`src/rtl/clk_div_pkg.sv`:
```
// Shared definitions for the sequenced clock divider: FSM encoding and
// default parameter values for ratio width and reset ratio.
package clk_div_pkg;

    localparam int unsigned DEF_W       = 8;
    localparam int unsigned DEF_RST_DIV = 3;

    typedef enum logic [1:0] {
        StIdle = 2'd0,
        StRun  = 2'd1,
        StPend = 2'd2
    } state_e;

endpackage

```
`src/rtl/clk_div_core.sv`:
```
// Period counter and waveform generator: produces the registered divided clock,
// the period-start tick and the period boundary flag for the ratio in force.
module clk_div_core
    import clk_div_pkg::*;
#(
    parameter int unsigned W = DEF_W
) (
    input  logic         clk_in,
    input  logic         rst,
    input  logic         run,
    input  logic [W-1:0] div_active,
    output logic         clk_out,
    output logic         period_tick,
    output logic         boundary
);

    logic         run_q;
    logic [W-1:0] cnt_q, cnt_d;
    logic         clk_q, clk_d;
    logic         tick_q, tick_d;
    logic [W:0]   cnt_inc;
    logic [W:0]   high;

    // One extra bit so (N+1)/2 cannot overflow at N = 2^W-1.
    assign cnt_inc  = {1'b0, cnt_q} + (W+1)'(1);
    assign high     = ({1'b0, div_active} + (W+1)'(1)) >> 1;
    assign boundary = run_q && (cnt_q == div_active - W'(1));

    always_comb begin
        cnt_d  = '0;
        clk_d  = 1'b0;
        tick_d = 1'b0;
        if (run) begin
            if (!run_q || boundary) begin
                // cnt restarts at 0, which is always inside the high phase
                clk_d  = 1'b1;
                tick_d = 1'b1;
            end else begin
                cnt_d = cnt_inc[W-1:0];
                clk_d = (cnt_inc < high);
            end
        end
    end

    always_ff @(posedge clk_in or posedge rst) begin
        if (rst) begin
            run_q  <= 1'b0;
            cnt_q  <= '0;
            clk_q  <= 1'b0;
            tick_q <= 1'b0;
        end else begin
            run_q  <= run;
            cnt_q  <= cnt_d;
            clk_q  <= clk_d;
            tick_q <= tick_d;
        end
    end

    assign clk_out     = clk_q;
    assign period_tick = tick_q;

endmodule

```
`src/rtl/clk_div_seq.sv`:
```
// Clock divider with ratio handshake: new ratios are held pending and only
// committed on a period boundary so no output period mixes two ratios.
module clk_div_seq
    import clk_div_pkg::*;
#(
    parameter int unsigned W       = DEF_W,
    parameter int unsigned RST_DIV = DEF_RST_DIV
) (
    input  logic         clk_in,
    input  logic         rst,
    input  logic         en,
    input  logic [W-1:0] div_val,
    input  logic         div_valid,
    output logic         div_ready,
    output logic         clk_out,
    output logic         period_tick,
    output logic [W-1:0] div_active,
    output logic         div_err,
    output logic         busy
);

    state_e       state_q, state_d;
    logic [W-1:0] active_q, active_d;
    logic [W-1:0] pend_q, pend_d;
    logic         err_q, err_d;
    logic         boundary;
    logic         xfer;
    logic         ratio_ok;
    logic         run;

    assign xfer     = div_valid && div_ready;
    assign ratio_ok = (div_val >= W'(2));

    always_ff @(posedge clk_in or posedge rst) begin
        if (rst) begin
            state_q <= StIdle;
        end else begin
            state_q <= state_d;
        end
    end

    always_comb begin
        state_d  = state_q;
        active_d = active_q;
        pend_d   = pend_q;
        err_d    = xfer && !ratio_ok;
        unique case (state_q)
            StIdle: begin
                if (xfer && ratio_ok) begin
                    active_d = div_val;
                end
                if (en) begin
                    state_d = StRun;
                end
            end
            StRun: begin
                // Stopping: there is no following period, so commit directly.
                if (boundary && !en) begin
                    state_d = StIdle;
                    if (xfer && ratio_ok) begin
                        active_d = div_val;
                    end
                end else if (xfer && ratio_ok) begin
                    pend_d  = div_val;
                    state_d = StPend;
                end
            end
            StPend: begin
                if (boundary) begin
                    active_d = pend_q;
                    pend_d   = '0;
                    state_d  = en ? StRun : StIdle;
                end
            end
            default: state_d = StIdle;
        endcase
    end

    always_comb begin
        div_ready = (state_q != StPend);
        busy      = (state_q != StIdle);
        run       = (state_d != StIdle);
    end

    always_ff @(posedge clk_in or posedge rst) begin
        if (rst) begin
            active_q <= W'(RST_DIV);
            pend_q   <= '0;
            err_q    <= 1'b0;
        end else begin
            active_q <= active_d;
            pend_q   <= pend_d;
            err_q    <= err_d;
        end
    end

    assign div_active = active_q;
    assign div_err    = err_q;

    clk_div_core #(
        .W (W)
    ) u_core (
        .clk_in      (clk_in),
        .rst         (rst),
        .run         (run),
        .div_active  (active_q),
        .clk_out     (clk_out),
        .period_tick (period_tick),
        .boundary    (boundary)
    );

endmodule

```
`config.mk`:
```
export PLATFORM = sky130hd
export DESIGN_NAME = clk_div_seq
export DESIGN_NICKNAME = d
export VERILOG_FILES = /design/src/rtl/clk_div_pkg.sv /design/src/rtl/clk_div_core.sv /design/src/rtl/clk_div_seq.sv
export SDC_FILE = /design/constraint.sdc
export NUM_CORES = 1
export LEC_CHECK = 0
export BUFFER_PORTS_ARGS = -buffer_cell sky130_fd_sc_hd__buf_4
export CAP_MARGIN = 20
export CORE_ASPECT_RATIO = 1.2
export CORE_UTILIZATION = 35
export DETAILED_ROUTE_END_ITERATION = 16
export PLACE_DENSITY_LB_ADDON = 0.12
export SYNTH_ARGS = -nofsm -noshare
export SYNTH_HDL_FRONTEND = slang
export SYNTH_SLANG_ARGS = --single-unit
```
`constraint.sdc`:
```
create_clock -name clk_in -period 8.3 [get_ports clk_in]
set_input_delay 0.415 -clock clk_in [delete_from_list [all_inputs] [get_ports clk_in]]
set_output_delay 0.415 -clock clk_in [all_outputs]
set_load 0.03 [all_outputs]
```
== Yosys cells after proc, flatten, opt, wreduce, memory -nomap -nowiden ==
Index checks and enable logic that the tools add are counted.
Word-level totals
  register bits after elaboration: 30
  bits of input ports: 12
  output and inout bits: 13
  word-level logic and storage cells: 57
Cells by class
  add/sub/neg operators: 3
  order comparisons: 2
  equality and inequality tests: 8
  muxes and demuxes: 20
  reductions and logical operators: 16
Operator list (number)
  8-bit 2-to-1 mux: 8
  8-bit one-hot mux with 3 select lines: 1
  8-bit by 1-bit adder with 9-bit output, second input constant: 2
  8-bit one-hot mux with 2 select lines: 1
  2-bit inequality test, second input constant: 5
  9-bit by 8-bit < comparator with 1-bit output: 1
  8-bit == test: 1
  8-bit by 2-bit >= comparator with 1-bit output, second input constant: 1
  2-bit 2-to-1 mux: 4
  8-bit by 1-bit subtractor with 8-bit output, second input constant: 1
  2-bit one-hot mux with 3 select lines: 1
  2-bit nonzero test: 3
  1-bit logical AND: 5
  1-bit 2-to-1 mux: 5
  4-bit AND reduction: 1
  1-bit logical NOT: 3
  3-bit AND reduction: 1
  3-bit nonzero test: 1
  2-bit by 1-bit == test with 1-bit output, second input constant: 1
  2-bit == test, second input constant: 1
  2-bit logical NOT: 1
  1-bit logical OR: 1

== Longest topological paths before layout ==
Gate-level depths: netlist (run 1).
  depth in word-level cells: 8
  depth in mapped cells: 10
  gate-level depth less buffers: 9

== By module ==
A second synthesis (run 1) with hierarchy kept.
Second synthesis, totals
  cell total of the unflattened synthesis: 223
  area, all modules: 2031.9 um^2
By module, submodules not included
  clk_div_core: times used 1, cells an instance 127, area each 1079.8 um^2, seq. area each 275.3 um^2
  clk_div_seq: times used 1, cells an instance 96, area each 952.2 um^2, seq. area each 478.0 um^2

== Worst setup path before layout (run 1) ==
OpenSTA, ideal clock, no wires.
  path kind: reg-to-reg
  start: register active_q[0] (netlist: div_active[0])
  end: register active_q[2] (netlist: div_active[2])
  library setup time: 125 ps
  data arrival time: 2621 ps
  required time: 8175 ps
  path slack: 5555 ps
  cell stages (with the launch flop): 10
  buffers on the path: 0
  period minus slack after synthesis: 2745 ps
  cells stage by stage: dfstp_2 > inv_1 > ha_1 > nor3b_1 > xnor2_1 > o2111ai_1 > a211oi_4 > a31oi_1 > o31ai_4 > mux2_2
Between the ends
  cells in the longest elaborated chain, start to end: 6
  elaborated cells on any way between the ends: 7
  classes of those cells: add/sub (1); eq/ne (3); reduce/logical (3)
RTL lines
  from (decl): line clk_div_seq.sv:23  | logic [W-1:0] active_q, active_d;
  from (signal assigned): line clk_div_seq.sv:87  | active_q <= W'(RST_DIV);
  from (signal assigned): line clk_div_seq.sv:91  | active_q <= active_d;
  8-bit by 1-bit subtractor with 8-bit output (*): line clk_div_core.sv:27  | assign boundary = run_q && (cnt_q == div_active - W'(1));
  8-bit == test (*): line clk_div_core.sv:27
  1-bit logical AND (*): line clk_div_core.sv:27
  1-bit logical AND: line clk_div_seq.sv:58  | if (boundary && !en) begin
  2-bit inequality test (no line)
  3-bit AND reduction (no line) (*)
Every way passes the cells marked *; elsewhere a longest branch is shown, timed or not.
A chain may end at the register's enable or synchronous reset.

== Worst setup path after layout (run 1) ==
  start: register active_q[0] (netlist: div_active[0])
  end: register active_q[7] (netlist: div_active[7])
The elaborated chain is that of the path after synthesis.

==> flow_metrics.env, run 1 <==
export IMPL_status="complete, no violations"
export IMPL_synthXorXnorAreaFrac_pct=9.06
export IMPL_crit_type="reg -> reg"
export IMPL_pin_count=25
export IMPL_grt_pass1_vias=1474
export IMPL_cts_tree="built"
export IMPL_netlist_top_cells_count="28 x dfrtp_1, 23 x nand2_1, 18 x inv_1, 17 x nor2_1, 12 x mux2i_1"
export IMPL_synth_area_mux_share_pct=9.13
export IMPL_cts_made_buffers=5
export IMPL_synth_fa_ha_area_share_pct=6.47
export IMPL_tightest_slew_ns=0.927
export IMPL_grt_max_degree=31
export IMPL_synth_top_area_share_pct=36.2
export IMPL_num_fill_cells=537
export IMPL_num_vias=1481
export IMPL_final_cells=298
export IMPL_synth_area_per_cell_um2=9.25
export IMPL_ant_nets=0
export IMPL_cap_violations=0
export IMPL_cts_resized=0
export IMPL_drt_iter0_markers=32
export IMPL_path_max_fanout=9
export IMPL_crit_required_ns=8.48
export IMPL_coreArea_um2=5300
export IMPL_synthSimpleGateAreaFrac_pct=19.4
export IMPL_drv_slew=0
export IMPL_syn_area_um2=1930
export IMPL_holdBufCountCts=0
export IMPL_period_share_pct=35.9
export IMPL_initial_core_util_pct=36.5
export IMPL_clk_path_buf_depth=2
export IMPL_yosys_top_cells_area="dfrtp_1 36%, ha_1 6.5%, mux2i_1 6.2%"
export IMPL_vdd_drop_max_mv=0.181
export IMPL_synth_largest_area_cell="dfrtp_1"
export IMPL_finalSetupViolCount=0
export IMPL_n_antenna_cell=0
export IMPL_design_area_um2=2270
export IMPL_total_power_uw=833
export IMPL_grt_overflow_total=0
export IMPL_synth_cell_types=40
export IMPL_power_density_nw_per_um2=367
export IMPL_fmax_mhz=336
export IMPL_numPortBuffers=24
export IMPL_slew_headroom_pct=38.0
export IMPL_ys_warn_count=0
export IMPL_drtPass1Iterations=4
export IMPL_final_nets=257
export IMPL_die_h_um=83.4
export IMPL_dp_hpwl_um=3120
export IMPL_hold_violations=0
export IMPL_rsz0062_at_grt="no"
export IMPL_num_rows=29
export IMPL_final_setup_skew_ns=0.00589
export IMPL_grt_pass1_wl_um=7040
export IMPL_die_w_um=69.8
export IMPL_syn2layout_area_growth_pct=17.3
export IMPL_finalCriticalPeriod_ns=2.98
export IMPL_wl_per_cell_um=13.9
export IMPL_synth_edf_count=0
export IMPL_postPlaceCellArea_um2=2170
export IMPL_synth_seq_cells=30
export IMPL_cts_clk_slew_worst_paths_ns=0.07
export IMPL_place_inst=290
export IMPL_numClockSinks=30
export IMPL_hp_class="in -> async"
export IMPL_htreeDepth=2
export IMPL_synth_nets=231
export IMPL_yosysMostFrequentCell="dfrtp_1"
export IMPL_viasPerCell=4.97
export IMPL_syn_inst=209
export IMPL_async_flop_share_pct=100
export IMPL_die_area_um2=5830
export IMPL_synth_top_family_by_area="simple AND/OR/NAND/NOR gates"
export IMPL_grt_use_total_pct=15.6
export IMPL_crit_arrival_ns=3.16
export IMPL_drc=0
export IMPL_cellLeakagePower_uw=0.00103
export IMPL_globalplace_congestion=0.742
export IMPL_critPathLaunchType="register"
export IMPL_drive_above_1_share_pct=19.1
export IMPL_ys_seq_area_share_pct=39.0
export IMPL_root_buffer="clkbuf_8"
export IMPL_postCtsSetupRepairBufs=0
export IMPL_wl_um=4140
export IMPL_synth_compound_area_share_pct=12.2
export IMPL_antenna_found_initial=0
export IMPL_ys_flop_type="dfrtp_1"
export IMPL_insertion_delay_ns=0.29
export IMPL_endpoint_kind="register"
export IMPL_setup_tns_ns=0
[critical path, cell delays in order, from the launching register on]
cell and delay, ns:
dfstp_2 0.60, inv_1 0.09, ha_1 0.34, xor2_1 0.21, o2111ai_1 0.19, a211oi_4 0.34
nand3_1 0.42, o31ai_4 0.29, mux2_2 0.39
[cell type report]
class	count	area (um2)	area share (%)
clock buffers	6	82.6	3.64
clock inverters	2	12.5	0.552
inverters	18	67.6	2.98
multi-input cells	155	1090	47.9
flip-flops and latches	30	753	33.2
well taps	62	77.6	3.42
repair buffers	25	188	8.27
[logic make-up after synthesis]
group / after synthesis
flip-flops: 30
buffers and inverters: 24
AND/OR/NAND/NOR: 77
multiplexers: 17
adder cells (fa/ha/maj): 10
AO/OA/AOI/OAI: 31
XOR/XNOR: 20
[cell usage in the layout, fill, tap and decap left out, drive strengths merged, types with 5 or more instances in the layout]
cell type and count:
nor2 17, nand3 8, inv 18, nand2 23, buf 25, nor3 6
mux2i 12, xnor2 10, o21ai 9, dfrtp 28, nor2b 8, ha 10
xor2 10, clkbuf 6, mux2 5
[state kept, by name (all words and copies together), names as in the netlist]
signal	cells
div_active	8
pend_q	8
u_core.cnt_q	8
state_q	2
div_err	1
u_core.clk_out	1
u_core.period_tick	1
u_core.run_q	1
[report_power, final]
part | leakage, uW | internal (uW) | switching [uW]
clock network | 0.0000472 | 66.6 | 60.3
registers | 0.000365 | 207 | 82.4
logic | 0.000618 | 177 | 239
total | 0.00103 | 451 | 382
[per-stage QoR]
step / hold WS (ns) / worst slack [ns] / utilization [%]
after floorplan: 0.499 / 5.55 / -
after global placement: 0.512 / 5.41 / 41.0
after detailed placement: 0.516 / 5.35 / 41.0
after CTS: 0.211 / 5.32 / 42.8
after global routing: 0.244 / 5.10 / 42.8
final: 0.203 / 5.32 / 42.8
[final timing paths]
kind,to,slack (ns),cells after the start,from
max,div_active[7],5.32,8,div_active[0]
min,u_core.cnt_q[6],0.20,3,rst
max reg2reg,div_active[7],5.32,8,div_active[0]
min reg2reg,pend_q[3],0.53,2,pend_q[3]
max in group asynchronous,div_active[1],7.77,3,rst
min in group clk_in,pend_q[5],0.38,3,div_val[5]
[metal layers]
metal	wire length, um	GRT usage [%]	vias up	part of all wire, %
li1	-	-	768	-
met1	1980	19.1	684	48
met2	1970	25.6	21	48
met3	98	3.76	8	2.4
met4	91	7.09	0	2.2
met5	0	0	-	0
No activity file was read; power rests on OpenSTA's default activity.
==> run 2, diff against run 1 <==
clock period = 2.57 ns   (was 8.3 ns; I/O delays follow)
==> run 2 against run 1 <==
First-iteration DRC count is 130% higher; final area is 11% higher; power rose to 3.6 times the previous value; clock power rose to 3.0 times the previous value; clock-buffer cell count rose by 2; critical path type unchanged; highest routed layer unchanged.
==> flow_metrics.env, run 2 (synthesis gave the netlist of run 1 again) <==
export IMPL_status="complete, no violations"
export IMPL_dp_hpwl_um=3430
export IMPL_grt_util_met2_pct=28.4
export IMPL_critPathLaunchType="register"
export IMPL_wl_per_cell_um=13.7
export IMPL_r2r_start="div_active[1]"
export IMPL_power_density_nw_per_um2=1190
export IMPL_r2r_end="u_core.clk_out"
export IMPL_coreArea_um2=5300
export IMPL_num_rows=29
export IMPL_multi_input_area_um2=1160
export IMPL_final_common_cell="buf_4"
export IMPL_path_max_fanout=4
export IMPL_root_buffer="clkbuf_8"
export IMPL_busiest_layer="met2"
export IMPL_num_vias=1572
export IMPL_cellLeakagePower_uw=0.00115
export IMPL_clk_path_buf_depth=2
export IMPL_min_path_cells=2
export IMPL_endpoint_kind="register"
export IMPL_cts_tree="built"
export IMPL_crit_type="reg -> reg"
export IMPL_vdd_drop_max_mv=0.502
export IMPL_drtPass1Iterations=3
export IMPL_grt_pass1_vias=1637
export IMPL_place_ws_ns=-0.0477
export IMPL_finalSetupViolCount=0
export IMPL_hold_violations=0
export IMPL_numClockSinks=30
export IMPL_rr_worst_depth=10
export IMPL_grt_use_total_pct=16.9
export IMPL_gr_usage_met3_pct=3.28
export IMPL_die_w_um=69.8
export IMPL_crit_buf_inv=2
export IMPL_final_cell_mix="44 x buf_4, 27 x dfrtp_1, 23 x nand2_1"
export IMPL_drc=0
export IMPL_cp_slowest_stage_delay_ns=0.56
export IMPL_slew_headroom_pct=70.7
export IMPL_grt_max_degree=18
export IMPL_drv_slew=0
export IMPL_die_h_um=83.4
export IMPL_drive_above_1_share_pct=29.5
export IMPL_postPlaceCellArea_um2=2320
export IMPL_grt_overflow_total=0
export IMPL_htreeDepth=2
export IMPL_insertion_delay_ns=0.28
export IMPL_cap_violations=0
export IMPL_crit_slowest_cell="dfstp_2"
export IMPL_num_fill_cells=538
export IMPL_period_share_pct=96.4
export IMPL_r2r_slack_ns=0.09
export IMPL_crit_family="simple AND/OR/NAND/NOR gates"
export IMPL_worst_slack_ns=0.0932
export IMPL_wl_um=4390
export IMPL_cts_clk_slew_worst_paths_ns=0.06
export IMPL_syn2layout_area_growth_pct=29.8
export IMPL_design_area_um2=2510
export IMPL_seqCellArea_um2=754
export IMPL_numPortBuffers=24
export IMPL_ant_nets=0
export IMPL_globalplace_congestion=0.741
export IMPL_hp_class="in -> reg"
export IMPL_viasPerCell=4.91
export IMPL_hp_start="div_valid"
export IMPL_n_antenna_cell=0
export IMPL_cts_made_buffers=5
export IMPL_crit_required_ns=2.75
export IMPL_rsz0062_at_grt="yes"
export IMPL_tightest_slew_ns=0.435
export IMPL_use_met1_pct=22.0
export IMPL_fmax_mhz=404
export IMPL_path_common_cell="buf_4"
export IMPL_drt_iter0_markers=75
export IMPL_final_setup_skew_ns=0.00422
export IMPL_pin_count=25
export IMPL_final_nets=279
export IMPL_finalCriticalPeriod_ns=2.48
export IMPL_crit_arrival_ns=2.66
export IMPL_grt_pass1_wl_um=7740
export IMPL_die_area_um2=5830
export IMPL_antenna_found_initial=0
export IMPL_holdPathEnd="div_err"
export IMPL_initial_core_util_pct=36.5
export IMPL_crit_chain="buf_4 -> buf_4 -> nand3_1 -> xor2_1 -> ha_1 -> nor2b_1 -> o21ai_0 -> a21oi_1 -> or4_1 -> a311oi_1"
## run 2: cell type report
| class | count | area share [%] |
|---|---|---|
| multi-input cells | 155 | 46.1 |
| clock buffers | 8 | 3.59 |
| repair buffers | 47 | 14.5 |
| flip-flops and latches | 30 | 30.1 |
| inverters | 18 | 2.69 |
| well taps | 62 | 3.09 |
## run 2: timing repair
| item | CTS | global route |
|---|---|---|
| hold endpoints to repair | 8 | 0 |
| endpoints found under the setup margin | 5 | 8 |
| setup buffers | 5 | 0 |
| pin swaps | 5 | 4 |
| cloned | 0 | 0 |
| hold buffers | 1 | 0 |
| gates resized for setup | 5 | 6 |
## run 2: where the power goes
part           internal (uW)  leakage [uW]  switching [uW]
clock                    218     0.0000455             169
sequential               672      0.000364             171
combinational            802      0.000742             964
total                   1690       0.00115            1300
## run 2: worst register-to-register path: cells and delay by family (launching register included)
kind | cells | cell delay (ns)
flops | 1 | 0.56
buf+inv | 2 | 0.22
simple gates | 3 | 0.62
compound gates | 3 | 0.54
fa+ha+maj | 1 | 0.29
xor+xnor | 1 | 0.16
## run 2: worst max path at each step
stage	start	to	slack (ns)	depth (start not counted)
4_1_cts	div_active[0]	div_active[2]	0.009	10
6_report	div_active[1]	u_core.clk_out	0.09	10
2_1_floorplan	div_active[0]	div_active[4]	-0.13	9
3_5_place_dp	div_active[1]	div_active[4]	-0.05	7
5_1_grt	div_active[1]	u_core.clk_out	-0.005	10
3_3_place_gp	div_active[1]	div_active[5]	0.02	8
## run 2: stage by stage
step / std cells / util, % / hold WS (ns) / TNS (ns) / total power [uW]
5_1_grt: 320 / 47.4 / 0.127 / -0.0121 / 3250
4_1_cts: 320 / 46.9 / 0.102 / 0 / 3000
3_3_place_gp: 306 / 43.9 / 0.151 / 0 / 2520
2_1_floorplan: 209 / - / 0.218 / -0.581 / 1970
6_report: 320 / 47.4 / 0.109 / 0 / 3000
3_5_place_dp: 306 / 43.9 / 0.145 / -0.141 / 2520
## run 2: metal layers
metal	part of all wire, %	vias up	wire length (um)
met5	0	-	0
met4	0.89	0	39
met3	2.7	4	118
met2	50	20	2200
met1	46	737	2030
li1	-	811	-
